[config.mk]
export PLATFORM = sky130hd
export DESIGN_NAME = if_stage
export DESIGN_NICKNAME = d
export VERILOG_FILES = /design/src/rtl/if_stage_pkg.sv /design/src/rtl/if_stage_pc_reg.sv /design/src/rtl/if_stage.sv
export SDC_FILE = /design/constraint.sdc
export NUM_CORES = 1
export LEC_CHECK = 0
export BUFFER_PORTS_ARGS = -buffer_cell sky130_fd_sc_hd__buf_2
export CAP_MARGIN = 40
export CORE_MARGIN = 2
export CORE_UTILIZATION = 57
export DETAILED_ROUTE_END_ITERATION = 8
export MAX_ROUTING_LAYER = met4
export PLACE_DENSITY_LB_ADDON = 0.15
export SLEW_MARGIN = 20
export SYNTH_ARGS = -nofsm -noshare
export SYNTH_HDL_FRONTEND = slang
export SYNTH_HIERARCHICAL = 1
export SYNTH_SLANG_ARGS = --single-unit
[constraint.sdc]
create_clock -name clk -period 3.9 [get_ports clk]
set_clock_uncertainty 0.05 [all_clocks]
set_input_delay 0.195 -clock clk [delete_from_list [all_inputs] [get_ports clk]]
set_output_delay 0.195 -clock clk [all_outputs]
set_load 0.05 [all_outputs]
[src/rtl/if_stage_pkg.sv]
// Shared widths, PC step and fetch FSM encodings for the LEGv8 instruction-fetch stage.
package if_stage_pkg;

    localparam int unsigned WORD      = 64;
    localparam int unsigned INST_SIZE = 32;

    localparam logic [WORD-1:0] PC_STEP = 64'd4;

    typedef enum logic [1:0] {
        IF_IDLE,
        IF_FETCH,
        IF_HOLD,
        IF_DISCARD
    } if_state_e;

endpackage

[src/rtl/if_stage_pc_reg.sv]
// Program counter: reset to RESET_PC, redirect load has priority over the sequential increment.
module pc_reg
    import if_stage_pkg::*;
#(
    parameter logic [WORD-1:0] RESET_PC = '0
) (
    input  logic            clk,
    input  logic            rst_n,
    input  logic            inc_en,
    input  logic            load_en,
    input  logic [WORD-1:0] load_pc,
    output logic [WORD-1:0] pc
);

    always_ff @(posedge clk or negedge rst_n) begin
        if (!rst_n) begin
            pc <= RESET_PC;
        end else if (load_en) begin
            pc <= load_pc;
        end else if (inc_en) begin
            pc <= pc + PC_STEP;
        end
    end

endmodule

[src/rtl/if_stage.sv]
// LEGv8 instruction-fetch stage: single-outstanding imem requests, one-entry hold buffer, redirect.
// Optional performance counters are enabled by defining IF_PERF_EN.
module if_stage
    import if_stage_pkg::*;
#(
    parameter logic [WORD-1:0] RESET_PC = 64'd0
) (
    input  logic                 clk,
    input  logic                 rst_n,
    input  logic                 stall,
    input  logic                 redirect,
    input  logic [WORD-1:0]      redirect_pc,
    output logic                 imem_req,
    output logic [WORD-1:0]      imem_addr,
    input  logic                 imem_ack,
    input  logic [INST_SIZE-1:0] imem_rdata,
    output logic                 if_valid,
    output logic [WORD-1:0]      if_pc,
    output logic [INST_SIZE-1:0] if_inst
`ifdef IF_PERF_EN
    ,
    output logic [31:0]          perf_fetch_cnt,
    output logic [31:0]          perf_bubble_cnt
`endif
);

    if_state_e            state;
    logic [WORD-1:0]      pc;
    logic [WORD-1:0]      addr_q;
    logic [WORD-1:0]      buf_pc;
    logic [INST_SIZE-1:0] buf_inst;
    logic                 out_free;
    logic                 fetch_accept;

    assign out_free     = !if_valid || !stall;
    assign fetch_accept = (state == IF_FETCH) && imem_ack && !redirect;

    // The outstanding address lives in addr_q while a discarded request drains.
    assign imem_req  = (state == IF_FETCH) || (state == IF_DISCARD);
    assign imem_addr = (state == IF_DISCARD) ? addr_q : pc;

    pc_reg #(
        .RESET_PC (RESET_PC)
    ) u_pc_reg (
        .clk     (clk),
        .rst_n   (rst_n),
        .inc_en  (fetch_accept),
        .load_en (redirect),
        .load_pc (redirect_pc & ~64'd3),
        .pc      (pc)
    );

    always_ff @(posedge clk or negedge rst_n) begin
        if (!rst_n) begin
            state    <= IF_IDLE;
            addr_q   <= '0;
            if_valid <= 1'b0;
            if_pc    <= '0;
            if_inst  <= '0;
            buf_pc   <= '0;
            buf_inst <= '0;
        end else if (redirect) begin
            if_valid <= 1'b0;
            if ((state == IF_FETCH) && !imem_ack) begin
                state  <= IF_DISCARD;
                addr_q <= pc;
            end else if ((state == IF_DISCARD) && !imem_ack) begin
                state <= IF_DISCARD;
            end else begin
                state <= IF_FETCH;
            end
        end else begin
            unique case (state)
                IF_IDLE: state <= IF_FETCH;
                IF_FETCH: begin
                    if (imem_ack) begin
                        if (out_free) begin
                            if_valid <= 1'b1;
                            if_pc    <= pc;
                            if_inst  <= imem_rdata;
                        end else begin
                            buf_pc   <= pc;
                            buf_inst <= imem_rdata;
                            state    <= IF_HOLD;
                        end
                    end else if (out_free) begin
                        if_valid <= 1'b0;
                    end
                end
                IF_HOLD: begin
                    if (!stall) begin
                        if_valid <= 1'b1;
                        if_pc    <= buf_pc;
                        if_inst  <= buf_inst;
                        state    <= IF_FETCH;
                    end
                end
                IF_DISCARD: begin
                    if (imem_ack) begin
                        state <= IF_FETCH;
                    end
                end
                default: state <= IF_IDLE;
            endcase
        end
    end

`ifdef IF_PERF_EN
    always_ff @(posedge clk or negedge rst_n) begin
        if (!rst_n) begin
            perf_fetch_cnt  <= '0;
            perf_bubble_cnt <= '0;
        end else begin
            if (fetch_accept) begin
                perf_fetch_cnt <= perf_fetch_cnt + 32'd1;
            end
            if (!if_valid && !stall) begin
                perf_bubble_cnt <= perf_bubble_cnt + 32'd1;
            end
        end
    end
`endif

endmodule
==> flow_summary.json <==
{
  "status": "finished clean",
  "endpoint": "u_pc_reg/pc[60]",
  "yosys.area_share.adder_pct": 0.480,
  "cts_setup_buffers": 0,
  "yosys_warnings": 6,
  "synthSimpleGateAreaFrac_pct": 8.08,
  "synth_mux_area_share_pct": 31.5,
  "rrSetupSlack_ns": 0.37,
  "start_kind": "flop",
  "path_delay_family": "simple AND/OR/NAND/NOR gates",
  "crit_start": "state[1]",
  "synth-edff-count": 0,
  "worstMarginPinSlew_ns": 0.937,
  "cts_hold_buffers": 95,
  "wl_met1_um": 16800,
  "cts-root-buf": "clkbuf_16",
  "drt-total-wl_um": 38000,
  "nNetsFinal": 1650,
  "r2r_end": "u_pc_reg/pc[60]",
  "grt_setup_unrepaired": "false",
  "relSlewSlack_pct": 37.5,
  "cellLeakagePower_nw": 8.68,
  "design.die.area_um2": 28800,
  "ff2ff_path_depth": 9,
  "critPathMaxFanout": 7,
  "cts_buffers": 35,
  "synth_common_cells": "372 x mux2_2, 323 x dfrtp_1, 74 x nand2_1",
  "grt_pass1_wl_um": 60700,
  "synth_compound_area_share_pct": 3.00,
  "syn_area_um2": 15600,
  "grt_start_max_net_pins": 124,
  "antenna_left": 0,
  "crit_chain": "inv_1, ha_1, nor2b_2, and2_1, nand3_1, nor4_2, nand4_1, or4_1, a31oi_1",
  "min-delay-path-class": "in2reg",
  "worstSetupPathType": "reg2reg",
  "cp_slowest_stage_delay_ns": 0.68,
  "num_vias": 10874,
  "antenna_found_initial": 1,
  "netlist.area_leader.share_pct": 51.7,
  "design_area_um2": 19400,
  "clk_pin_slew_ns": 0.06,
  "crit_required_ns": 4.27,
  "synth_xor_area_share_pct": 2.69,
  "p_per_area_nw_per_um2": 822,
  "yosysTopAreaCell": "dfrtp_1",
  "die_h_um": 170,
  "port_buffers": 260,
  "synth_flop_cell": "dfrtp_1",
  "via_per_inst": 5.69,
  "finalSetupViolCount": 0,
  "coreArea_um2": 27000,
  "ios": 263,
  "ys_seq_area_share_pct": 51.7,
  "die_w_um": 170,
  "fmax_mhz": 283,
  "ys_seq_elements": 323,
  "grt.total_usage_pct": 27.5,
  "top_layer_used": "met4",
  "grt_pass1_vias": 11123,
  "drtPass1Iterations": 5,
  "min_from": "stall",
  "timing.rr.start": "state[1]",
  "slew_violations": 0,
  "gp_congestion": 0.815,
  "synthCells": 1185,
  "initial_core_util_pct": 58.0,
  "drt-wirelength-per-cell_um": 19.9,
  "peakVddDrop_v": 0.000804,
  "htreeDepth": 2,
  "cp-end-kind": "flop",
  "synth.avg_cell_area_um2": 13.2,
  "drt-initial-drc-count": 708,
  "period_share_pct": 90.5,
  "hold_viol": 0,
  "drive_gt1_share_pct": 49.5,
  "critPathBufInv": 1,
  "drv_cap": 0,
  "min_period_ns": 3.53,
  "finalSetupTns_ns": 0,
  "ys_types": 57,
  "cts.sinks": 323,
  "placed_area_um2": 17300,
  "synth_top_family_by_area": "multiplexers",
  "clk-insertion-delay-late_ns": 0.51,
  "post_cts_resized": 0,
  "cp_data_arrival_time_ns": 3.90,
  "area_delta_synth_final_pct": 24.4,
  "synth_area_leaders": "dfrtp_1 52%, mux2_2 27%, mux2_4 3.8%",
  "overflow": 0,
  "cts_tree": "built",
  "cp.depth": 9,
  "drc_errors": 0,
  "synth.most_common_cell": "mux2_2",
  "wl_met3_um": 1750,
  "ys_async_sr_fraction_pct": 100,
  "fp-row-count": 60,
  "hpwlAfterDp_um": 23900,
  "slowest_stage": "nor4_2",
  "wl_met2_um": 18500,
  "clockBufferDepth": 3
}
## worst min-delay path, stage by stage
cell     delay [ns]
buf_2          0.16
a31o_2         0.17
a21oi_1        0.05
## routing by layer
metal / vias up / global-route usage (%)
li1: 5015 / -
met1: 5501 / 36.7
met2: 278 / 44.0
met3: 80 / 4.13
met4: 0 / 8.40
met5: - / -
## kinds of logic (layout without fill, tap and decap cells)
logic type               after synthesis  in the layout
multiplexers                         425            425
flip-flops                           323            323
AND/OR/NAND/NOR                      228            228
AO/OA/AOI/OAI                         81             81
buffers and inverters                 73            456
XOR/XNOR                              48             48
adder cells (fa/ha/maj)                6              6
other                                  1              3
## where the power goes
| group | switching (mW) | total, mW | internal, mW |
|---|---|---|---|
| Sequential | 0.757 | 5.43 | 4.67 |
| Clock | 1.32 | 3.36 | 2.04 |
| Combinational | 4.67 | 7.20 | 2.54 |
## layout make-up
| type | count | area (um^2) |
|---|---|---|
| diodes | 1 | 2.50 |
| clock buffers | 54 | 1080 |
| clock inverters | 9 | 100 |
| fillers | 1864 | 7500 |
| inverters | 10 | 37.5 |
| multi-input cells | 790 | 7190 |
| flip-flops and latches | 323 | 8080 |
| well taps | 341 | 427 |
| repair buffers | 383 | 2530 |
## how the worst min path moves through the flow
stage                       to  depth (start not counted)
finish                if_valid                          3
detailed placement  buf_pc[40]                          1
global route          if_valid                          4
floorplan            addr_q[0]                          0
global placement    buf_pc[40]                          1
CTS                   if_valid                          4
## placed cells by master (no fill, tap or decap), types with 16 or more instances in the layout
master and instances:
o21ai_0 53, dfrtp_1 323, clkbuf_16 37, nand2_1 74
xnor2_1 16, xor2_1 32, dlygate4sd3_1 95, nand4_1 35
buf_2 258, mux2_2 372, mux2_4 40, nand3_1 24
buf_4 24, nor2_1 27
## per-stage QoR
step           hold WS [ns]  worst slack, ns  power [mW]  util [%]  cells
2_1_floorplan        -0.151             1.14        10.9         -   1186
3_3_place_gp          0.319            0.573        12.4      64.0   1749
3_5_place_dp          0.315            0.465        12.6      64.2   1751
4_1_cts              0.0490            0.441        16.1      72.1   1909
5_1_grt              0.0719            0.116        16.7      72.2   1911
6_report             0.0573            0.372        16.0      72.2   1911
Note: power is estimated with default switching activity, not from simulation.
